### config.mk
export PLATFORM = sky130hd
export DESIGN_NAME = clk_div_prog
export DESIGN_NICKNAME = d
export VERILOG_FILES = /design/src/rtl/clk_div_prog.sv
export SDC_FILE = /design/constraint.sdc
export NUM_CORES = 1
export LEC_CHECK = 0
export ABC_AREA = 1
export CORE_AREA = 2 2 92 94
export DETAILED_ROUTE_END_ITERATION = 10
export DIE_AREA = 0 0 94 96
export HOLD_SLACK_MARGIN = 0.02
export PLACE_DENSITY_LB_ADDON = 0.08
export SYNTH_ARGS = -nofsm -noshare
export SYNTH_HDL_FRONTEND = slang
export SYNTH_SLANG_ARGS = --single-unit
### constraint.sdc
create_clock -name clkin -period 4.35 [get_ports clkin]
set_clock_uncertainty 0.05 [all_clocks]
set_input_delay 0.87 -clock clkin [delete_from_list [all_inputs] [get_ports clkin]]
set_output_delay 0.87 -clock clkin [all_outputs]
set_load 0.02 [all_outputs]
### src/rtl/clk_div_prog.sv
// Runtime-programmable integer clock divider with glitch-free divisor reload at period boundaries.
// Optional feature macro CLKDIV_ODD50_EN: a negedge retiming flop gives 50% duty for odd divisors.
module clk_div_prog #(
  parameter int CNT_W       = 16,
  parameter int DEFAULT_DIV = 2
) (
  input  logic             clkin,
  input  logic             rst,
  input  logic             en,
  input  logic [CNT_W-1:0] div_in,
  input  logic             div_load,
  output logic             div_pending,
  output logic [CNT_W-1:0] div_cur,
  output logic             tick,
  output logic             clkout
);

  localparam logic [CNT_W-1:0] DIV_RST = CNT_W'(DEFAULT_DIV);
  localparam logic [CNT_W-1:0] ONE     = {{(CNT_W-1){1'b0}}, 1'b1};
  localparam logic [CNT_W-1:0] TWO     = {{(CNT_W-2){1'b0}}, 2'b10};
  localparam logic [CNT_W-1:0] ZERO    = {CNT_W{1'b0}};

  logic [CNT_W-1:0] cnt;
  logic [CNT_W-1:0] cnt_nxt;
  logic [CNT_W-1:0] pend_val;
  logic [CNT_W-1:0] load_val;
  logic [CNT_W:0]   half;
  logic             wrap;
  logic             q;

  // Period bookkeeping: high-phase length, wrap detect, next count, clamped load value.
  always_comb begin
    half     = ({1'b0, div_cur} + {ZERO, 1'b1}) >> 1;
    wrap     = (cnt >= (div_cur - ONE));
    cnt_nxt  = ZERO;
    load_val = div_in;
    if (wrap) begin
      cnt_nxt = ZERO;
    end else begin
      cnt_nxt = cnt + ONE;
    end
    if (div_in < TWO) begin
      load_val = TWO;
    end else begin
      load_val = div_in;
    end
  end

  // A load on a wrap edge takes priority, so it is applied one period later.
  always_ff @(posedge clkin) begin
    if (rst) begin
      cnt         <= DIV_RST - ONE;
      div_cur     <= DIV_RST;
      pend_val    <= ZERO;
      div_pending <= 1'b0;
      q           <= 1'b0;
      tick        <= 1'b0;
    end else begin
      if (div_load) begin
        pend_val    <= load_val;
        div_pending <= 1'b1;
      end else if (en && wrap && div_pending) begin
        div_cur     <= pend_val;
        div_pending <= 1'b0;
      end
      if (en) begin
        cnt  <= cnt_nxt;
        q    <= ({1'b0, cnt_nxt} < half);
        tick <= (cnt_nxt == ZERO);
      end else begin
        tick <= 1'b0;
      end
    end
  end

`ifdef CLKDIV_ODD50_EN
  logic q_n;

  // Half-cycle delayed copy of q; ANDing trims the odd divisor's extra high half-cycle.
  always_ff @(negedge clkin) begin
    if (rst) begin
      q_n <= 1'b0;
    end else begin
      q_n <= q;
    end
  end

  assign clkout = div_cur[0] ? (q & q_n) : q;
`else
  assign clkout = q;
`endif

endmodule

==> results.sh, run 1 <==
export IMPL_fin_tns_setup_ns=0
export IMPL_layout_setup_ws_ns=0.2863
export IMPL_netlist_top_cells_count="nand2_1 (77), nor2_1 (74), inv_1 (52)"
export IMPL_final_cells=641
export IMPL_synth_area_mux_share=0
export IMPL_max_cap_violations=0
export IMPL_rrSetupSlack_ns=0.29
export IMPL_grt_pass1_wl_um=14440
export IMPL_cts_buffers=5
export IMPL_vias=3217
export IMPL_synth_top_area_share=0.2927
export IMPL_routed_wl_um=8535
export IMPL_die_area_um2=9024
export IMPL_drive_gt1_frac=0.09515
export IMPL_utilization=0.5128
export IMPL_floorplan_initialDensity=0.4333
export IMPL_area_growth_pct=18.36
export IMPL_die_y_um=96
export IMPL_synth_area_top_cells="dfxtp_1 (29%), ha_1 (12%), nand2_1 (8.3%), nor2_1 (8.0%), xor2_1 (7.0%)"
export IMPL_hold_class="reg -> reg"
export IMPL_yosysTopAreaCell="dfxtp_1"
export IMPL_diodes=0
export IMPL_synth_most_common_cell="nand2_1"
export IMPL_synthFlopType="dfxtp_1"
export IMPL_worst_setup_path_end_kind="flip-flop"
export IMPL_nets=589
export IMPL_path_clk_slew_ns=0.10
export IMPL_wl_per_cell_um=13.32
export IMPL_fin_crit_ns=4.064
export IMPL_p_per_area_nw_per_um2=287.9
export IMPL_crit_required_ns=4.54
export IMPL_cpMaxStageDelayCell="dfxtp_1"
export IMPL_synth_seq_cells=51
export IMPL_clock_latency_ns=0.31
export IMPL_max_slew_margin=0.5177
export IMPL_cp_start_kind="flip-flop"
export IMPL_worst_pin_slew_ns=0.7227
export IMPL_synth_compound_gate_area_share=0.1438
export IMPL_grt_overflow_total=0
export IMPL_crit_buf_inv=4
export IMPL_synth_area_per_cell_um2=7.005
export IMPL_ant_nets=0
export IMPL_synthSimpleGateAreaFrac=0.2798
export IMPL_crit_type="reg -> reg"
export IMPL_globalplace_congestion=0.9333
export IMPL_synth_edff_count=0
export IMPL_synth_xor_area_frac=0.07783
export IMPL_hold_violations=0
export IMPL_cts_tree="yes"
export IMPL_p_leak_nw=1.755
export IMPL_synthAdderAreaFrac=0.1220
export IMPL_vdd_drop_max_mv=0.1503
export IMPL_grt_antenna_before_repair=0
export IMPL_dp_hpwl_um=6810
export IMPL_fillCellCount=842
export IMPL_timing_fmax_mhz=246.1
export IMPL_row_count=33
export IMPL_via_per_inst=5.019
export IMPL_grt_max_degree=28
export IMPL_floorplan_die_width_um=94
export IMPL_h_tree_depth=2
export IMPL_route_detailed_drc=0
export IMPL_port_buffer_count=38
export IMPL_synth_cell_type_count=30
export IMPL_slew_viol_final=0
export IMPL_async_flop_share=0
export IMPL_io_pins=39
export IMPL_syn_area_um2=3488
export IMPL_synth_nets=552
export IMPL_holdBufCountCts=0
export IMPL_crit_fanout=10
export IMPL_pre_cts_ws_ns=-0.03246
export IMPL_core_area_um2=8051
export IMPL_cpPeakStageDelay_ns=0.34
export IMPL_cts_root_buf="clkbuf_8"
export IMPL_synth_cells=498
export IMPL_status="complete, no violations"
export IMPL_grt_usage=0.2032
export IMPL_timing_final_crit_share=0.9342
export IMPL_synth_top_family_by_area="simple AND/OR/NAND/NOR gates"
export IMPL_drtIter0Drc=75
export IMPL_arrival_ns=4.26
export IMPL_clock_sinks=51
export IMPL_synth_warnings=0
export IMPL_path_common_cell="nand2_1"
export IMPL_dpl_cell_count=630
export IMPL_first_pass_iters=6
export IMPL_path_delay_family="simple AND/OR/NAND/NOR gates"
export IMPL_grt_pass1_vias=3077
export IMPL_yosysSeqAreaShare=0.2927
export IMPL_setup_viol=0
export IMPL_cts_max_path_buffers=2
## metrics by stage
step	area (µm²)	hold slack [ns]	total power, mW
after floorplan	3488	0.3859	0.7827
after global placement	3979	0.4002	0.8888
after detailed placement	3979	0.4012	0.8947
after CTS	4071	0.4159	1.185
after global routing	4129	0.4327	1.278
final	4129	0.4122	1.189
## final cells by class
type,instances,area [µm²],share of cell area
Multi-Input combinational cell,370,2208,0.5348
Inverter,60,231.5,0.05606
Clock buffer,6,72.57,0.01758
Clock inverter,2,16.27,0.003939
Timing Repair Buffer,47,447.9,0.1085
Sequential cell,51,1021,0.2473
Tap cell,105,131.4,0.03182
## where the power goes
| group | internal [mW] | switching [mW] |
|---|---|---|
| Combinational | 0.155 | 0.219 |
| Clock | 0.116 | 0.168 |
| Sequential | 0.497 | 0.0336 |
| Total | 0.768 | 0.421 |
## placed cells by master (no fill, tap or decap), types with 18 or more instances in the layout
master           instances
xor2_1                  28
o21ai_0                 36
nor2_1                  74
inv_1                   50
clkdlybuf4s50_1         38
dfxtp_1                 51
nand3_1                 18
ha_1                    33
nand2_1                 76
a21oi_1                 39
## cell families after synthesis
| group | count (synthesis) |
|---|---|
| AO/OA/AOI/OAI | 92 |
| XOR/XNOR | 31 |
| adder cells (fa/ha/maj) | 34 |
| buffers and inverters | 77 |
| flip-flops | 51 |
| AND/OR/NAND/NOR | 213 |
## routing by layer
layer,routed length [µm],global-route usage,up-vias
met4,80,0.05314,0
met2,3992,0.3482,51
li1,-,-,1716
met3,267,0.02976,7
met1,4194,0.2683,1443
met5,0,0,-
## path summary, 6_finish.rpt
kind                       to  depth (start not counted)    startpoint
hold reg to reg   div_cur[13]                          2  pend_val[13]
setup / recovery       clkout                         27    div_cur[0]
setup reg to reg       clkout                         27    div_cur[0]
hold / removal    div_cur[13]                          2  pend_val[13]
## worst register-to-register path, stage by stage (launching register included)
cell	delay, ns
dfxtp_1	0.34
inv_2	0.10
ha_2	0.21
nand3_2	0.10
nor3_2	0.22
and3_4	0.23
nand2_1	0.05
nor2_1	0.12
nand2_1	0.11
nor3_2	0.13
xor2_1	0.16
inv_1	0.06
ha_1	0.26
nand2_1	0.10
o21ai_0	0.11
a21oi_2	0.19
nand2_4	0.12
inv_6	0.12
nand3_2	0.11
inv_1	0.08
ha_1	0.24
a21oi_1	0.14
nor2_1	0.05
a211oi_1	0.18
o221ai_1	0.13
nor2_1	0.09
nand2_1	0.06
a21oi_1	0.11
## registers in the layout, indices dropped and copies added (netlist names)
signal,cells
clkout,1
cnt,16
div_cur,16
div_pending,1
pend_val,16
tick,1
## timing repair
item | 4_1_cts | 5_1_grt
pin swaps | 0 | 4
endpoints found under the setup margin | 1 | 1
setup buffers | 0 | 3
hold endpoints to repair | 0 | 0
resized for setup | 1 | 11
Note: power is estimated with default switching activity, not from simulation.
==> inputs of run 2 (changes only) <==
--- a/config.mk
+++ b/config.mk
@@ -6,9 +6,11 @@
 export NUM_CORES = 1
 export LEC_CHECK = 0
 export ABC_AREA = 1
+export ABC_CLOCK_PERIOD_IN_PS = 4350
 export CORE_AREA = 2 2 92 94
 export DETAILED_ROUTE_END_ITERATION = 10
 export DIE_AREA = 0 0 94 96
+export GPL_TIMING_DRIVEN = 0
 export HOLD_SLACK_MARGIN = 0.02
 export PLACE_DENSITY_LB_ADDON = 0.08
 export SYNTH_ARGS = -nofsm -noshare
==> run 2 against run 1 <==
Against the previous run:
- die area did not move
- total power grew 4.2%
- routed wire length up 7.3%
- via count is 4.2% higher
- clock power barely moved
- register-to-register slack got worse by 0.05 ns
- maximum frequency decreased by 1.3%
- setup slack worse by 0.052 ns
- highest routed layer unchanged
==> results.sh, run 2 (synthesis results as in run 1) <==
export IMPL_status="complete, no violations"
export IMPL_pwr_share_comb=0.341
export IMPL_grt_pass1_vias=3163
export IMPL_first_pass_iters=4
export IMPL_seq_power_share=0.429
export IMPL_path_clk_slew_ns=0.10
export IMPL_grt_usage=0.2143
export IMPL_io_pins=39
export IMPL_via_per_inst=5.096
export IMPL_row_count=33
export IMPL_hold_slack_ns=0.4204
export IMPL_core_area_um2=8051
export IMPL_final_common_cell="nand2_1"
export IMPL_hold_class="reg -> reg"
export IMPL_fillCellCount=805
export IMPL_holdBufCountCts=0
export IMPL_grt_antenna_before_repair=0
export IMPL_die_area_um2=9024
export IMPL_critPathLaunch="div_cur[0]"
export IMPL_floorplan_initialDensity=0.4333
export IMPL_drtIter0Drc=132
export IMPL_drive_gt1_frac=0.1284
export IMPL_timing_final_crit_share=0.9462
export IMPL_fin_crit_ns=4.116
export IMPL_dp_hpwl_um=7253
export IMPL_max_slew_margin=0.5948
export IMPL_arrival_ns=4.31
export IMPL_cts_buffers=5
export IMPL_p_leak_nw=1.769
export IMPL_sw_frac_of_total=0.3662
export IMPL_r2r_start="div_cur[0]"
export IMPL_area_growth_pct=22.81
export IMPL_vdd_drop_max_mv=0.1617
export IMPL_cts_root_buf="clkbuf_8"
export IMPL_cts_max_path_buffers=2
export IMPL_clock_power_share=0.230
export IMPL_p_per_area_nw_per_um2=289.2
export IMPL_nets=606
export IMPL_floorplan_die_width_um=94
export IMPL_cp_start_kind="flip-flop"
export IMPL_grt_pass1_wl_um=15030
export IMPL_hold_violations=0
export IMPL_clock_latency_ns=0.31
export IMPL_crit_fanout=8
export IMPL_grt_max_degree=17
export IMPL_slew_viol_final=0
export IMPL_setup_viol=0
export IMPL_route_detailed_drc=0
export IMPL_internal_power_mw=0.7853
export IMPL_grt_overflow_total=0
export IMPL_final_cell_mix="nand2_1 (73), nor2_1 (72), inv_1 (48), dfxtp_1 (48), a21oi_1 (38)"
export IMPL_worst_pin_slew_ns=0.6077
export IMPL_largestRegisters="cnt (16), div_cur (16), pend_val (16)"
export IMPL_worst_setup_path_end_kind="flip-flop"
export IMPL_crit_type="reg -> reg"
export IMPL_vias=3353
export IMPL_ant_nets=0
export IMPL_globalplace_congestion=0.9354
export IMPL_cpMaxStageDelayCell="dfxtp_2"
export IMPL_fin_tns_setup_ns=0
export IMPL_wl_per_cell_um=13.92
export IMPL_worstHoldStart="pend_val[13]"
export IMPL_cts_tree="yes"
export IMPL_switchingPower_mw=0.4537
export IMPL_timing_fmax_mhz=243.0
export IMPL_max_cap_violations=0
export IMPL_routed_wl_um=9159
export IMPL_cpPeakStageDelay_ns=0.35
export IMPL_diodes=0
export IMPL_h_tree_depth=2
export IMPL_crit_required_ns=4.54
export IMPL_die_y_um=96
export IMPL_clock_sinks=51
export IMPL_port_buffer_count=35
==> run 2: repair_timing <==
item,CTS,global route
gates resized for setup,11,28
setup buffers,2,9
gates cloned,0,1
endpoints found under the hold margin,0,0
endpoints found under the setup margin,1,1
pin swaps,2,10
==> run 2: power groups by stage <==
stage | combinational (mW) | clock (mW) | sequential, mW
6_report | 0.423 | 0.285 | 0.531
5_1_grt | 0.481 | 0.313 | 0.536
4_1_cts | 0.383 | 0.292 | 0.529
3_5_place_dp | 0.362 | 0 | 0.539
3_3_place_gp | 0.355 | 0 | 0.538
2_1_floorplan | 0.238 | 0 | 0.545
==> run 2: final cells by class <==
type / count / area [µm²] / share of cell area
Sequential cell: 51 / 1025 / 0.2392
Inverter: 60 / 239.0 / 0.05578
Clock buffer: 6 / 72.57 / 0.01694
Timing Repair inverter: 1 / 6.256 / 0.001460
Buffer: 17 / 66.31 / 0.01548
Clock inverter: 2 / 16.27 / 0.003797
Tap cell: 105 / 131.4 / 0.03067
Timing Repair Buffer: 46 / 432.9 / 0.1011
Multi-Input combinational cell: 370 / 2295 / 0.5356
==> run 2: critical path, delay by kind of cell (launching register included) <==
family,cells,cell delay [ns]
AOI/OAI and AO/OA,6,0.85
xor gates and xnor gates,1,0.19
adders and majority gates,3,0.69
buffers and inverters,4,0.34
DFF,1,0.35
and+or+nand+nor,13,1.55
==> run 2: final timing paths <==
path	end	slack (ns)	cells after the start
min reg2reg	div_cur[13]	0.42	2
min	div_cur[13]	0.42	2
max	clkout	0.23	27
max reg2reg	clkout	0.23	27
==> run 2: stage by stage <==
| step | worst slack [ns] | total power, mW | util | area, µm² | std cells |
|---|---|---|---|---|---|
| floorplan | 0.4178 | 0.7827 | - | 3488 | 498 |
| global placement | -0.2881 | 0.8932 | 0.4931 | 3970 | 638 |
| detailed placement | -0.3168 | 0.9011 | 0.4931 | 3970 | 638 |
| CTS | 0.02055 | 1.204 | 0.5102 | 4108 | 648 |
| global route | -0.03053 | 1.331 | 0.5321 | 4284 | 658 |
| finish | 0.2342 | 1.239 | 0.5321 | 4284 | 658 |
==> run 2: routing by layer <==
layer	vias up	global-route usage	part of all wire
li1	1759	-	-
met1	1519	0.2752	0.47
met2	61	0.3762	0.48
met3	14	0.03524	0.036
met4	0	0.05193	0.016
met5	-	0	0
